===== config.mk =====
export PLATFORM = sky130hd
export DESIGN_NAME = mesi_snoop_controller_flat
export DESIGN_NICKNAME = d
export VERILOG_FILES = /design/src/rtl/mesi_snoop_if.sv /design/src/rtl/mesi_snoop_controller.sv /design/src/flat_wrapper.sv
export SDC_FILE = /design/constraint.sdc
export NUM_CORES = 1
export LEC_CHECK = 0
export ABC_AREA = 1
export CAP_MARGIN = 10
export CORE_AREA = 2 2 106 108
export DETAILED_ROUTE_END_ITERATION = 7
export DIE_AREA = 0 0 108 110
export MAX_ROUTING_LAYER = met4
export PLACE_DENSITY_LB_ADDON = 0.08
export SYNTH_ARGS = -nofsm -noshare
export SYNTH_HDL_FRONTEND = slang
export SYNTH_SLANG_ARGS = --single-unit

===== constraint.sdc =====
create_clock -name clk -period 1.8 [get_ports clk]
set_input_delay 0.54 -clock clk [delete_from_list [all_inputs] [get_ports clk]]
set_output_delay 0.54 -clock clk [all_outputs]
set_load 0.005 [all_outputs]

===== src/rtl/mesi_snoop_if.sv =====
`default_nettype none
// ============================================================================
// Module   : mesi_snoop_if
// Purpose  : Coherence-bus, tag/state/data array and local-update signals of
//            the MESI snoop controller.
// Revision : 1.0
// ============================================================================
interface mesi_snoop_if #(
    parameter int N_SETS     = 32,
    parameter int ASSOC      = 1,
    parameter int BLOCK_SIZE = 2
);
    localparam int SET_W    = $clog2(N_SETS);
    localparam int WAY_W    = (ASSOC > 1) ? $clog2(ASSOC) : 1;
    localparam int WORD_W   = (BLOCK_SIZE > 1) ? $clog2(BLOCK_SIZE) : 1;
    localparam int TAG_BITS = 32 - SET_W - $clog2(BLOCK_SIZE) - 2;

    logic                      snoop_req;
    logic [31:0]               snoop_addr;
    logic [1:0]                snoop_type;
    logic                      snoop_ack;
    logic                      snoop_hit;
    logic                      snoop_dirty;

    logic                      flush_valid;
    logic                      flush_last;
    logic [31:0]               flush_data;
    logic                      flush_ready;

    logic [SET_W-1:0]          set_sel;
    logic [WAY_W-1:0]          way_sel;
    logic [WORD_W-1:0]         word_sel;
    logic [ASSOC*TAG_BITS-1:0] tag_in;
    logic [ASSOC*2-1:0]        state_in;
    logic [31:0]               data_in;

    logic                      st_wr;
    logic [SET_W-1:0]          st_set;
    logic [WAY_W-1:0]          st_way;
    logic [1:0]                st_new;

    logic                      local_upd_req;
    logic [SET_W-1:0]          local_set;
    logic [WAY_W-1:0]          local_way;
    logic [1:0]                local_state;
    logic                      local_upd_ack;

    logic                      busy;

    // Controller view
    modport slave (
        input  snoop_req, snoop_addr, snoop_type,
        output snoop_ack, snoop_hit, snoop_dirty,
        output flush_valid, flush_last, flush_data,
        input  flush_ready,
        output set_sel, way_sel, word_sel,
        input  tag_in, state_in, data_in,
        output st_wr, st_set, st_way, st_new,
        input  local_upd_req, local_set, local_way, local_state,
        output local_upd_ack, busy
    );

    // Bus / cache-array / cache-controller view
    modport master (
        output snoop_req, snoop_addr, snoop_type,
        input  snoop_ack, snoop_hit, snoop_dirty,
        input  flush_valid, flush_last, flush_data,
        output flush_ready,
        input  set_sel, way_sel, word_sel,
        output tag_in, state_in, data_in,
        input  st_wr, st_set, st_way, st_new,
        output local_upd_req, local_set, local_way, local_state,
        input  local_upd_ack, busy
    );
endinterface
`default_nettype wire


===== src/rtl/mesi_snoop_controller.sv =====
`default_nettype none
// ============================================================================
// Module   : mesi_snoop_controller
// Purpose  : Snoop responder and MESI state-update sequencer for an N-way,
//            multi-word-block L1; snoops take priority over local updates.
// Revision : 1.0
// ============================================================================
module mesi_snoop_controller #(
    parameter int N_SETS     = 32,
    parameter int ASSOC      = 1,
    parameter int BLOCK_SIZE = 2
) (
    input  wire          clk,
    input  wire          rst,
    mesi_snoop_if.slave  bus
);
    localparam int SET_W    = $clog2(N_SETS);
    localparam int WAY_W    = (ASSOC > 1) ? $clog2(ASSOC) : 1;
    localparam int WORD_W   = (BLOCK_SIZE > 1) ? $clog2(BLOCK_SIZE) : 1;
    localparam int OFF_W    = $clog2(BLOCK_SIZE);
    localparam int TAG_BITS = 32 - SET_W - OFF_W - 2;

    localparam logic [2:0] ST_IDLE   = 3'd0;
    localparam logic [2:0] ST_LOOKUP = 3'd1;
    localparam logic [2:0] ST_FLUSH  = 3'd2;
    localparam logic [2:0] ST_UPDATE = 3'd3;
    localparam logic [2:0] ST_LOCAL  = 3'd4;

    localparam logic [1:0] MESI_M = 2'd0;
    localparam logic [1:0] MESI_S = 2'd2;
    localparam logic [1:0] MESI_I = 2'd3;

    localparam logic [1:0] BUS_RD   = 2'd0;
    localparam logic [1:0] BUS_RDX  = 2'd1;
    localparam logic [1:0] BUS_NONE = 2'd3;

    localparam logic [WORD_W-1:0] LAST_BEAT = WORD_W'(BLOCK_SIZE - 1);

    logic [2:0]          state;
    logic [SET_W-1:0]    snp_set;
    logic [TAG_BITS-1:0] snp_tag;
    logic [1:0]          snp_type;
    logic                hit;
    logic                dirty;
    logic [WAY_W-1:0]    hit_way;
    logic [WORD_W-1:0]   beat;
    logic [SET_W-1:0]    loc_set;
    logic [WAY_W-1:0]    loc_way;
    logic [1:0]          loc_state;

    logic [ASSOC-1:0]    way_match;
    logic                lk_hit;
    logic                lk_dirty;
    logic [WAY_W-1:0]    lk_way;
    logic [1:0]          lk_state;
    logic                lk_flush;

    // Byte and word offset bits play no part in a block-granular snoop.
    logic unused_addr_bits;
    assign unused_addr_bits = ^bus.snoop_addr[2+OFF_W-1:0];

    generate
        for (genvar w = 0; w < ASSOC; w++) begin : g_match
            assign way_match[w] = (bus.tag_in[w*TAG_BITS +: TAG_BITS] == snp_tag) &&
                                  (bus.state_in[w*2 +: 2] != MESI_I);
        end
    endgenerate

    // Scan from the top way down so the lowest matching way is the one kept.
    always_comb begin
        lk_hit   = 1'b0;
        lk_way   = '0;
        lk_state = MESI_I;
        for (int w = ASSOC - 1; w >= 0; w--) begin
            if (way_match[w]) begin
                lk_hit   = 1'b1;
                lk_way   = WAY_W'(w);
                lk_state = bus.state_in[w*2 +: 2];
            end
        end
        if (snp_type == BUS_NONE) begin
            lk_hit = 1'b0;
        end
        lk_dirty = lk_hit && (lk_state == MESI_M);
        lk_flush = lk_dirty && ((snp_type == BUS_RD) || (snp_type == BUS_RDX));
    end

    always_ff @(posedge clk or posedge rst) begin
        if (rst) begin
            state     <= ST_IDLE;
            snp_set   <= '0;
            snp_tag   <= '0;
            snp_type  <= '0;
            hit       <= 1'b0;
            dirty     <= 1'b0;
            hit_way   <= '0;
            beat      <= '0;
            loc_set   <= '0;
            loc_way   <= '0;
            loc_state <= '0;
        end else begin
            case (state)
                ST_IDLE: begin
                    if (bus.snoop_req) begin
                        snp_tag  <= bus.snoop_addr[31 -: TAG_BITS];
                        snp_set  <= bus.snoop_addr[2+OFF_W +: SET_W];
                        snp_type <= bus.snoop_type;
                        state    <= ST_LOOKUP;
                    end else if (bus.local_upd_req) begin
                        loc_set   <= bus.local_set;
                        loc_way   <= bus.local_way;
                        loc_state <= bus.local_state;
                        state     <= ST_LOCAL;
                    end
                end
                ST_LOOKUP: begin
                    hit     <= lk_hit;
                    dirty   <= lk_dirty;
                    hit_way <= lk_way;
                    beat    <= '0;
                    state   <= lk_flush ? ST_FLUSH : ST_UPDATE;
                end
                ST_FLUSH: begin
                    if (bus.flush_ready) begin
                        if (beat == LAST_BEAT) begin
                            beat  <= '0;
                            state <= ST_UPDATE;
                        end else begin
                            beat <= beat + WORD_W'(1);
                        end
                    end
                end
                ST_UPDATE: state <= ST_IDLE;
                ST_LOCAL:  state <= ST_IDLE;
                default:   state <= ST_IDLE;
            endcase
        end
    end

    logic in_flush;
    logic in_update;
    logic in_local;
    logic snoop_wr;

    assign in_flush  = (state == ST_FLUSH);
    assign in_update = (state == ST_UPDATE);
    assign in_local  = (state == ST_LOCAL);
    assign snoop_wr  = in_update && hit;

    assign bus.set_sel     = snp_set;
    assign bus.way_sel     = hit_way;
    assign bus.word_sel    = beat;

    assign bus.flush_valid = in_flush;
    assign bus.flush_last  = in_flush && (beat == LAST_BEAT);
    assign bus.flush_data  = in_flush ? bus.data_in : 32'd0;

    assign bus.snoop_ack   = in_update;
    assign bus.snoop_hit   = in_update && hit;
    assign bus.snoop_dirty = in_update && dirty;

    // A snoop hit on BusRd drops to S; BusRdX and BusUpgr both invalidate.
    assign bus.st_wr  = snoop_wr || in_local;
    assign bus.st_set = snoop_wr ? snp_set : (in_local ? loc_set : '0);
    assign bus.st_way = snoop_wr ? hit_way : (in_local ? loc_way : '0);
    assign bus.st_new = snoop_wr ? ((snp_type == BUS_RD) ? MESI_S : MESI_I)
                                 : (in_local ? loc_state : 2'd0);

    assign bus.local_upd_ack = in_local;
    assign bus.busy          = (state != ST_IDLE);
endmodule
`default_nettype wire

===== src/flat_wrapper.sv =====
// flat-port wrapper written by rule: the top's interface ports become plain ports
module mesi_snoop_controller_flat 
#(
    parameter int N_SETS     = 32,
    parameter int ASSOC      = 1,
    parameter int BLOCK_SIZE = 2
)
  (clk, rst, bus_snoop_req, bus_snoop_addr, bus_snoop_type, bus_snoop_ack, bus_snoop_hit, bus_snoop_dirty, bus_flush_valid, bus_flush_last, bus_flush_data, bus_flush_ready, bus_set_sel, bus_way_sel, bus_word_sel, bus_tag_in, bus_state_in, bus_data_in, bus_st_wr, bus_st_set, bus_st_way, bus_st_new, bus_local_upd_req, bus_local_set, bus_local_way, bus_local_state, bus_local_upd_ack, bus_busy);
  mesi_snoop_if #(.N_SETS(N_SETS), .ASSOC(ASSOC), .BLOCK_SIZE(BLOCK_SIZE)) bus_i ();
  input  wire clk;
  input  wire rst;
  input wire logic [$bits(bus_i.snoop_req)-1:0] bus_snoop_req;
  input wire logic [$bits(bus_i.snoop_addr)-1:0] bus_snoop_addr;
  input wire logic [$bits(bus_i.snoop_type)-1:0] bus_snoop_type;
  output wire logic [$bits(bus_i.snoop_ack)-1:0] bus_snoop_ack;
  output wire logic [$bits(bus_i.snoop_hit)-1:0] bus_snoop_hit;
  output wire logic [$bits(bus_i.snoop_dirty)-1:0] bus_snoop_dirty;
  output wire logic [$bits(bus_i.flush_valid)-1:0] bus_flush_valid;
  output wire logic [$bits(bus_i.flush_last)-1:0] bus_flush_last;
  output wire logic [$bits(bus_i.flush_data)-1:0] bus_flush_data;
  input wire logic [$bits(bus_i.flush_ready)-1:0] bus_flush_ready;
  output wire logic [$bits(bus_i.set_sel)-1:0] bus_set_sel;
  output wire logic [$bits(bus_i.way_sel)-1:0] bus_way_sel;
  output wire logic [$bits(bus_i.word_sel)-1:0] bus_word_sel;
  input wire logic [$bits(bus_i.tag_in)-1:0] bus_tag_in;
  input wire logic [$bits(bus_i.state_in)-1:0] bus_state_in;
  input wire logic [$bits(bus_i.data_in)-1:0] bus_data_in;
  output wire logic [$bits(bus_i.st_wr)-1:0] bus_st_wr;
  output wire logic [$bits(bus_i.st_set)-1:0] bus_st_set;
  output wire logic [$bits(bus_i.st_way)-1:0] bus_st_way;
  output wire logic [$bits(bus_i.st_new)-1:0] bus_st_new;
  input wire logic [$bits(bus_i.local_upd_req)-1:0] bus_local_upd_req;
  input wire logic [$bits(bus_i.local_set)-1:0] bus_local_set;
  input wire logic [$bits(bus_i.local_way)-1:0] bus_local_way;
  input wire logic [$bits(bus_i.local_state)-1:0] bus_local_state;
  output wire logic [$bits(bus_i.local_upd_ack)-1:0] bus_local_upd_ack;
  output wire logic [$bits(bus_i.busy)-1:0] bus_busy;
  assign bus_i.snoop_req = bus_snoop_req;
  assign bus_i.snoop_addr = bus_snoop_addr;
  assign bus_i.snoop_type = bus_snoop_type;
  assign bus_snoop_ack = bus_i.snoop_ack;
  assign bus_snoop_hit = bus_i.snoop_hit;
  assign bus_snoop_dirty = bus_i.snoop_dirty;
  assign bus_flush_valid = bus_i.flush_valid;
  assign bus_flush_last = bus_i.flush_last;
  assign bus_flush_data = bus_i.flush_data;
  assign bus_i.flush_ready = bus_flush_ready;
  assign bus_set_sel = bus_i.set_sel;
  assign bus_way_sel = bus_i.way_sel;
  assign bus_word_sel = bus_i.word_sel;
  assign bus_i.tag_in = bus_tag_in;
  assign bus_i.state_in = bus_state_in;
  assign bus_i.data_in = bus_data_in;
  assign bus_st_wr = bus_i.st_wr;
  assign bus_st_set = bus_i.st_set;
  assign bus_st_way = bus_i.st_way;
  assign bus_st_new = bus_i.st_new;
  assign bus_i.local_upd_req = bus_local_upd_req;
  assign bus_i.local_set = bus_local_set;
  assign bus_i.local_way = bus_local_way;
  assign bus_i.local_state = bus_local_state;
  assign bus_local_upd_ack = bus_i.local_upd_ack;
  assign bus_busy = bus_i.busy;
  mesi_snoop_controller #(.N_SETS(N_SETS), .ASSOC(ASSOC), .BLOCK_SIZE(BLOCK_SIZE)) u_core (.clk(clk), .rst(rst), .bus(bus_i));
endmodule

; ---- Yosys cells after proc, flatten, opt, wreduce, memory -nomap -nowiden
; Cells that the tools add are included.
; W data, S select, Z words.
[totals]
regBits = 45
[classes]
n_addsub = 1
eq_ne = 11
n_mux = 20
n_bitwise = 1
reduce_logical = 17
[ops]
columns = operator, n
row1 = $mux W32, 1
row2 = $eq A24 B24 Y1, 1
row3 = $mux W3, 4
row4 = $mux W5, 2
row5 = $pmux W3 S3, 1
row6 = $mux W1, 8
row7 = $eq A3 B2 Y1 const B, 2
row8 = $logic_and A1 B1 Y1, 6
row9 = $mux W2, 3
row10 = $reduce_and A3 Y1, 2
row11 = $logic_not A2 Y1, 2
row12 = $ne A2 B2 Y1 const B, 2
row13 = $reduce_and A2 Y1, 2
row14 = $eq A3 B1 Y1 const B, 1
row15 = $eq A3 B3 Y1 const B, 1
row16 = $logic_not A3 Y1, 1
row17 = $ne A3 B3 Y1 const B, 1
row18 = $reduce_bool A3 Y1, 1
row19 = $eq A2 B1 Y1 const B, 1
row20 = $eq A2 B2 Y1 const B, 1
row21 = $logic_or A1 B1 Y1, 2
row22 = $ne A2 B1 Y1 const B, 1
row23 = $pmux W1 S2, 1
row24 = $reduce_bool A2 Y1, 1
row25 = other kinds (2), 2

; ---- Longest topological paths before layout
[logic_depth]
depth_word = 8
ltp_mapped = 10

; ---- Worst setup path before layout
; OpenSTA, ideal clock, no wires.
[synth_timing]
kind = register to output
startpoint = register u_core.state[0]
endpoint = output bus_st_new[0]
t_arrival_ps = 1149
required_time_ps = 1260
path_slack_ps = 111
stages_incl_launch_ff = 4
path_cell_list = dfrtp_1 > nor3_1 > inv_1 > o21ai_0
[synth_between]
elab_chain_cells = 3
elab_cells_between_ends = 5
cone_classes = eq/ne: 2 / mux: 2 / reduce/logical: 1
[synth_lines]
columns = item, line
row1 = "start, declared", mesi_snoop_controller.sv:39  ; logic [2:0] state;
row2 = "start signal, assigned", mesi_snoop_controller.sv:121  ; state <= lk_flush ? ST_FLUSH : ST_UPDATE;
row3 = $eq A3 B3 Y1, mesi_snoop_controller.sv:147  ; assign in_local = (state == ST_LOCAL);
row4 = named net bus_local_upd_ack, flat_wrapper.sv:36  ; output wire logic [$bits(bus_i.local_upd_ack)-1:0] bus_local_upd_ack;
row5 = $mux W2, mesi_snoop_controller.sv:167  ; : (in_local ? loc_state : 2'd0);
row6 = $mux W2, mesi_snoop_controller.sv:166  ; assign bus.st_new = snoop_wr ? ((snp_type == BUS_RD) ? MESI_S : MESI_I)
row7 = "end, declared", flat_wrapper.sv:31  ; output wire logic [$bits(bus_i.st_new)-1:0] bus_st_new;
; The timed path passes the listed nets, and every way through them passes these cells.

; ---- Final worst setup path
[layout_timing]
startpoint = register u_core.state[0]
endpoint = output bus_flush_data[15]
[layout_between]
elab_chain_cells = 2
[layout_lines]
columns = item, line
row1 = $eq A3 B2 Y1, mesi_snoop_controller.sv:145  ; assign in_flush = (state == ST_FLUSH);
row2 = $mux W32, mesi_snoop_controller.sv:156  ; assign bus.flush_data = in_flush ? bus.data_in : 32'd0;
row3 = "end, declared", flat_wrapper.sv:20  ; output wire logic [$bits(bus_i.flush_data)-1:0] bus_flush_data;
; Every way passes these cells.

==> impl_results.md <==
- Final WS setup: -0.2601 ns
- Routability Congestion: 0.7456
- First-pass GRT wire length: 12.09 mm
- Htree depth: 2
- Clock Tree Buf Depth: 2
- Post-DP Area: 4397 µm²
- Met2 Use GR: 23.50%
- DIE AREA: 11880 µm²
- Status: finished, violations left
- Crit end category: output port
- Num Clock Sinks: 45
- N_diodes: 0
- CTS clk-pin slew, worst paths: 0.09 ns
- Leak: 0.002392 µW
- Initial antenna violation count: 0
- Synth-to-Final Area Change: 95.15%
- Seq/Total Area, Yosys: 44.96%
- CP bufs+invs: 3
- Met3 Use GR: 3.116%
- Synthesis-stage register bit count: 45
- Crit path kind: flop to output port
- CTS Hold Buffers Added: 0
- Max-slew violations: 0
- I/O Pins: 160
- Die Span Y: 110 µm
- Clock tree from TritonCTS: yes
- Layout fillers: 1065
- Most Used Layer, Global Route: met2
- Largest net degree at the start of global routing: 46
- Met1 Usage GRT: 15.20%
- DRT iter0 DRCs: 61
- Via count: 2667
- Via density: 4.066
- Family with the most delay on the worst path: buffers and inverters
- Worst IR drop on VDD: 0.5857 mV
- Worst slack, placed: -0.4388 ns
- Critical Path RT: 1.26 ns
- Final nets: 620
- RSZ-0062 raised after global routing: yes
- Crit share post-route: 114.4%
- CP Max Fanout: 8
- Tmin final: 2.060 ns
- Core box area: 10700 µm²
- CP cell instances: buf_6, nor2_4, nand2_4, clkbuf_16, nor2_2, buf_2
- Vias in the first global route: 2610
- Clock Latency Late Sink: 0.30 ns
- Root Driver: clkbuf_8
- Failing checks: negative setup slack
- Gr ovfl total: 0
- Warnings, synthesis: 0
- Max Freq: 485.4 MHz
- Min-Delay Path Class: flop to flop
- Remaining DRCs: 0
- CP max-delay cell: dfrtp_1
- Initial Util: 23.42%
- Setup Viol. Count Final: 75
- Final instance area: 4888 µm²
- Final hold vios: 0
- GRT Overall Usage: 13.33%
- Setup TNS: -12.83 ns
- Syn Area/Cell: 7.877 µm²
- Site row count: 38
- CP max stage delay: 0.42 ns
- Crit path launch type: flop
- Syn_nets: 423
- Tot Pwr: 5983 µW
- DIE WIDTH: 108 µm
- Cts bufs inserted: 5
- Most frequent cells in the layout: clkdlybuf4s50_1 (105), inv_1 (63), nand2_1 (63), dfrtp_1 (45), buf_2 (42)
- Wire per inst: 12.94 µm
- Commonest non-fill, non-tap cell in the layout: clkdlybuf4s50_1
- Detail Route Antenna Nets: 0
- DR pass1 iterations: 4
- IO Port Bufs: 155
- Worst Skew: 0.004764 ns
- Routed WL: 8.487 mm
- Worst EP arrival: 1.52 ns
- DP Wirelength: 5.823 mm
- Synthesized area: 2505 µm²
- Mapped Cells: 318
- Yosys cell types: 25
- Pwr dens: 1224 nW/µm²
- Max-cap violations: 0
- Ratio of cells with drive above 1 in the final layout: 33.91%
-- synthesized netlist by cell type --
cell     count  share of area, %
nand2_2      2              0.50
nand3_1      5               1.0
buf_6        1              0.45
nand2_1     69                10
o21ai_1      6               1.2
inv_2        1              0.15
xnor2_1     13               4.5
nor2_2       1              0.25
mux2_2      23                10
conb_1       1              0.15
o21ai_0     16               3.2
xor2_1       4               1.4
buf_4        4               1.2
nor2_1      47               7.0
o31ai_1      1              0.30
a31oi_1      1              0.25
buf_1        3              0.45
nor2_4       2              0.90
nand4_1      1              0.25
dfrtp_1     45                45
o21a_1       1              0.30
buf_2        1              0.20
inv_1       67                10
nor3_1       1              0.20
a21oi_1      2              0.40
-- power breakdown --
group          internal [µW]  leakage (µW)  switching, µW
registers               1500      0.000544            295
clock network            452     0.0000574            365
logic                   1910       0.00179           1460
-- metrics by stage --
| stage | utilization, % | hold slack [ns] | cells |
|---|---|---|---|
| finish | 45.70 | 0.5036 | 656 |
| global route | 45.70 | 0.5246 | 656 |
| CTS | 42.89 | 0.4876 | 643 |
| detailed placement | 41.10 | 0.4649 | 627 |
| global placement | 41.10 | 0.4626 | 627 |
| floorplan | - | 0.4492 | 318 |
-- worst paths after layout --
| kind | from | end | slack [ns] | cells after the start |
|---|---|---|---|---|
| setup / recovery | u_core.state[0] | bus_flush_data[15] | -0.26 | 6 |
| hold / removal | u_core.dirty | u_core.dirty | 0.50 | 1 |
| setup reg to reg | u_core.state[0] | u_core.snp_tag[12] | -0.12 | 10 |
| hold reg to reg | u_core.dirty | u_core.dirty | 0.50 | 1 |
| max in group asynchronous | rst | u_core.snp_tag[10] | 0.99 | 3 |
| min in group asynchronous | rst | u_core.loc_set[1] | 0.59 | 3 |
-- final cells by class --
class / count / area, µm² / share of cell area (%)
Multi-Input combinational cell: 196 / 1305 / 26.70
Sequential cell: 45 / 1126 / 23.04
Tap cell: 140 / 175.2 / 3.583
Clock inverter: 2 / 37.54 / 0.7679
Timing Repair Buffer: 199 / 1904 / 38.96
Inverter: 68 / 257.7 / 5.273
Clock buffer: 6 / 82.58 / 1.689
-- sequential cells by signal, indices dropped and copies added (netlist names) --
register / count
u_core.snp_type: 2
u_core.bus.set_sel: 5
u_core.loc_state: 2
u_core.snp_tag: 24
u_core.loc_way: 1
u_core.loc_set: 5
u_core.state: 3
u_core.bus.word_sel: 1
u_core.dirty: 1
u_core.hit: 1
-- repair_timing --
action / 4_1_cts / 5_1_grt
pin swaps: 7 / 10
setup buffers: 9 / 9
endpoints found under the setup margin: 48 / 55
gates resized for setup: 169 / 120
cloned: 1 / 5
-- metal layers --
layer  wire (µm)  share of wire [%]
met2        4386                 52
met1        3313                 39
met5           0                  0
met4          92                1.1
met3         695                8.2
-- logic make-up after synthesis --
group | synth area share [%]
other cells | 0.1497
compound gates | 5.645
flops | 44.96
simple gates | 20.48
buf+inv | 12.49
xor+xnor | 5.944
mux | 10.34
Power figures use the tool's default switching activity.
